--- src/rtl/regfile_cfg.sv ---
// regfile_cfg: parametrised system register file
// bus read/write, read-only mask, error strobe, change-detect pulses
module regfile_cfg #(
  parameter int unsigned DATA_WIDTH = 8,
  parameter int unsigned DEPTH      = 16,
  parameter int unsigned ADDR_WIDTH = 4,
  parameter int unsigned N_EXPOSE   = 4,
  parameter logic [DEPTH-1:0]      RO_MASK  = '0,
  parameter logic [DATA_WIDTH-1:0] REG2_RST = 8'h81,
  parameter logic [DATA_WIDTH-1:0] REG3_RST = 8'h20
) (
  input  logic                           CLK,
  input  logic                           RST,
  input  logic [DATA_WIDTH-1:0]          WrData,
  input  logic [ADDR_WIDTH-1:0]          Address,
  input  logic                           WR_En,
  input  logic                           RD_EN,
  output logic [DATA_WIDTH-1:0]          RdData,
  output logic                           RdData_Vaild,
  output logic                           ERR,
  output logic [N_EXPOSE-1:0]            CFG_UPD,
  output logic [N_EXPOSE*DATA_WIDTH-1:0] REG_OUT
);

  localparam int unsigned IW = (DEPTH > 1) ? $clog2(DEPTH) : 1;

  logic [DATA_WIDTH-1:0] mem_q [DEPTH];
  logic [DATA_WIDTH-1:0] rdata_q;
  logic                  rvld_q;
  logic                  err_q;
  logic [N_EXPOSE-1:0]   upd_q;

  logic [IW-1:0]       idx;
  logic                in_rng;
  logic                wr_ok;
  logic                rd_ok;
  logic                err_d;
  logic                chg;
  logic [N_EXPOSE-1:0] upd_d;

  function automatic logic [DATA_WIDTH-1:0] rst_val(input int i);
    if (i == 2)      return REG2_RST;
    else if (i == 3) return REG3_RST;
    else             return '0;
  endfunction

  assign idx    = Address[IW-1:0];
  assign in_rng = 32'(Address) < DEPTH;

  // access decode: legal write / legal read / illegal
  always_comb begin
    wr_ok = 1'b0;
    rd_ok = 1'b0;
    err_d = 1'b0;
    chg   = 1'b0;
    if (WR_En && RD_EN) begin
      err_d = 1'b1;
    end else if (WR_En || RD_EN) begin
      if (!in_rng) begin
        err_d = 1'b1;
      end else if (WR_En) begin
        if (RO_MASK[idx]) err_d = 1'b1;
        else              wr_ok = 1'b1;
        chg = WrData != mem_q[idx];
      end else begin
        rd_ok = 1'b1;
      end
    end
  end

  // one-hot change strobe for exposed registers
  always_comb begin
    upd_d = '0;
    if (wr_ok && chg) begin
      for (int i = 0; i < int'(N_EXPOSE); i++) begin
        if (idx == IW'(i)) upd_d[i] = 1'b1;
      end
    end
  end

  // storage with per-register reset values
  always_ff @(posedge CLK or negedge RST) begin
    if (!RST) begin
      for (int i = 0; i < int'(DEPTH); i++) begin
        mem_q[i] <= rst_val(i);
      end
    end else if (wr_ok) begin
      mem_q[idx] <= WrData;
    end
  end

  // registered read data and one-cycle strobes
  always_ff @(posedge CLK or negedge RST) begin
    if (!RST) begin
      rdata_q <= '0;
      rvld_q  <= 1'b0;
      err_q   <= 1'b0;
      upd_q   <= '0;
    end else begin
      rvld_q <= rd_ok;
      err_q  <= err_d;
      upd_q  <= upd_d;
      if (rd_ok) rdata_q <= mem_q[idx];
    end
  end

  for (genvar g = 0; g < int'(N_EXPOSE); g++) begin : g_out
    assign REG_OUT[g*DATA_WIDTH +: DATA_WIDTH] = mem_q[g];
  end

  assign RdData       = rdata_q;
  assign RdData_Vaild = rvld_q;
  assign ERR          = err_q;
  assign CFG_UPD      = upd_q;

endmodule

--- config.mk ---
export PLATFORM = sky130hd
export DESIGN_NAME = regfile_cfg
export DESIGN_NICKNAME = d
export VERILOG_FILES = /design/src/rtl/regfile_cfg.sv
export SDC_FILE = /design/constraint.sdc
export NUM_CORES = 1
export LEC_CHECK = 0
export BUFFER_PORTS_ARGS = -buffer_cell sky130_fd_sc_hd__buf_2
export CAP_MARGIN = 40
export CELL_PAD_IN_SITES_DETAIL_PLACEMENT = 1
export CELL_PAD_IN_SITES_GLOBAL_PLACEMENT = 1
export CORE_UTILIZATION = 53
export CTS_CLUSTER_DIAMETER = 40
export DETAILED_ROUTE_END_ITERATION = 8
export PLACE_DENSITY = 0.83
export SYNTH_ARGS = -nofsm -noshare
export SYNTH_HDL_FRONTEND = slang
export SYNTH_SLANG_ARGS = --single-unit
--- constraint.sdc ---
create_clock -name CLK -period 5.3 [get_ports CLK]
set_input_delay 0.795 -clock CLK [delete_from_list [all_inputs] [get_ports CLK]]
set_output_delay 0.795 -clock CLK [all_outputs]
set_load 0.02 [all_outputs]
==> flow_summary.yaml <==
outcome:
  status: "complete, no violations"
power_and_ir_drop:
  power_density_mw_per_mm2: 440
  intPower_mw: 2.49
  p_clk_frac: 0.397
  p_leak_nw: 3.68
  seq_power_share: 0.414
  p_switching_mw: 0.966
  switching_share: 0.279
  share_comb_of_total_power: 0.188
  ir_drop_mv: 0.269
  power_mw: 3.46
drt:
  route.antenna.remaining_nets: 0
  vias: 4555
  first_iter_violations: 347
  drc: 0
  wl_per_cell_microns: 26.4
  first_pass_iters: 5
  routed_wl_microns: 19400
  viasPerCell: 6.20
setup_path:
  crit_cells: 7
  critical_path_arrival_ns: 3.60
  max_stage_delay_ns: 0.78
  path_class: "primary input to flop"
  path_buf_inv: 2
  end_kind: "flop"
  critical_path.top_delay_family: "buffers and inverters"
  crit_path_max_fanout: 21
  path_cells: "buf_2 > clkinv_1 > mux4_2 > mux2i_1 > o211ai_1 > nor4_4 > a21oi_1"
  ff2ff_path_depth: 6
  crit_path_start_kind: "primary input"
  critPathSlowestCell: "clkinv_1"
  required_ns: 5.57
global_routing:
  antenna_found_initial: 0
  grt_pass1_wl_microns: 30000
  grt_pass1_vias: 4923
  grt_usage: 0.315
  grt-ovfl-total: 0
  grt_start_max_net_pins: 93
yosys:
  synth_edf_count: 0
  seq_area_frac_synth: 0.508
  synth_top_area_frac: 0.497
  synth_area_leaders: "dfrtp_1 (50%), mux2_2 (19%), mux4_2 (5.5%)"
  yosys_most_used_dff: "dfrtp_1"
  avgSynthCellArea_sq_um: 13.2
  synth_area_sq_mm: 0.00700
  synthDistinctLibCells: 40
  async_reset_ff_frac: 1.00
  synth_most_common_cell: "dfrtp_1"
  yosysTopAreaCell: "dfrtp_1"
  yosys_warnings: 0
  netlist_instances: 530
  synth_nets: 546
  synth_commonest_cells: "dfrtp_1 (139), mux2_2 (116), nand2_1 (45), buf_4 (35), o21ai_0 (30)"
  ys_seq_elements: 142
timing:
  skew_ns: 0.00862
  max_freq_ghz: 0.300
  max_slew_margin: 0.367
  fin_crit_ns: 3.33
  setup_slack_ns: 1.97
  whs_ns: 0.419
  setup_viol: 0
  hold_viol: 0
  drv_slew: 0
  final.setup.tns_ns: 0
  rsz0062_at_grt: "false"
  timing.final.crit_share: 0.629
  worstMarginPinSlew_ns: 0.942
floorplan:
  start_util: 0.548
  die_h_microns: 117
  fp-row-count: 41
  core-area_sq_mm: 0.0128
  io_pins: 62
  die_x_microns: 117
  die_area_sq_mm: 0.0137
clock_tree:
  cts_buffers: 17
  cts_tree: "done"
  clk_latency_ns: 0.44
  ctsHoldBuffers: 0
  clock-sinks: 142
  cts_root_buf: "clkbuf_16"
  clock_path_buffers: 2
  cts_htree_levels: 4
  cts_resized: 0
  postCtsSetupBuffers: 0
  clkTransAtPathRegs_ns: 0.06
finish:
  antenna_cells: 0
  syn2layout_area_growth_pct: 12.2
  fillers: 1228
  multi_input_area_sq_mm: 0.00298
  layout-drive-gt1-share: 0.432
  area.sequential_sq_mm: 0.00356
  utilization: 0.615
  final_cells: 735
  stdcell_area_sq_mm: 0.00785
  finalNetCount: 566
placed_design:
  portBuffers: 61
  dp_slack_ns: 1.67
  hpwl_microns: 11900
  gp_congestion: 0.775
  dpl.cell_count: 703
  placed_area_sq_mm: 0.00718
worst_hold_path:
  min_path_type: "primary input to async pin"
run:
  drv_cap: 0
-- worst paths after layout --
path                        startpoint    endpoint  slack [ns]
min in group CLK             RdData[2]   RdData[2]        0.47
min reg2reg                  RdData[2]   RdData[2]        0.47
max reg2reg                REG_OUT[22]  CFG_UPD[0]        2.98
min                                RST   mem_q[59]        0.42
max in group asynchronous          RST   mem_q[44]        3.74
max                         Address[0]  CFG_UPD[0]        1.97
-- cell families after synthesis --
kind of cell / synth area share
xor+xnor: 0.00500
mux: 0.303
compound gates: 0.0452
buf+inv: 0.0658
flops: 0.508
simple gates: 0.0731
-- state kept, by name, summed over array words and instances (netlist names) --
signal / cells
CFG_UPD: 4
mem_q: 96
RdData_Vaild: 1
ERR: 1
REG_OUT: 32
RdData: 8
-- final cells by class --
type,count,area share
clock buffers,18,0.0559
flip-flops and latches,142,0.453
clock inverters,14,0.0304
inverters,4,0.00191
well taps,172,0.0274
multi-input cells,317,0.380
repair buffers,68,0.0516
-- power groups by stage --
stage	sequential [mW]	combinational [mW]	clock [mW]
floorplan	1.40	0.507	0
detailed placement	1.44	0.635	0
finish	1.43	0.651	1.37
global placement	1.42	0.595	0
CTS	1.43	0.655	1.38
global route	1.45	0.701	1.43
-- cells in the final DEF, fill, tap and decap left out, types with 5 or more instances in the layout --
master,count
dfrtp_1,139
mux2_2,116
buf_2,60
nand2_1,45
o21ai_0,30
mux2i_1,28
mux4_2,17
clkbuf_16,17
nor2b_1,8
nor2_1,6
nor3_1,6
bufinv_16,6
nand2b_1,5
o22ai_1,5
a21oi_1,5
-- per-layer routing --
layer  wire length, microns  GRT usage  up-vias  share of wire
met5                      0          0        -              0
met4                    722      0.149        0          0.037
met3                   1110     0.0602       58          0.057
met2                   9350      0.495      179           0.48
met1                   8190      0.426     2392           0.42
li1                       -          -     1926              -
No activity file was read; power rests on OpenSTA's default activity.
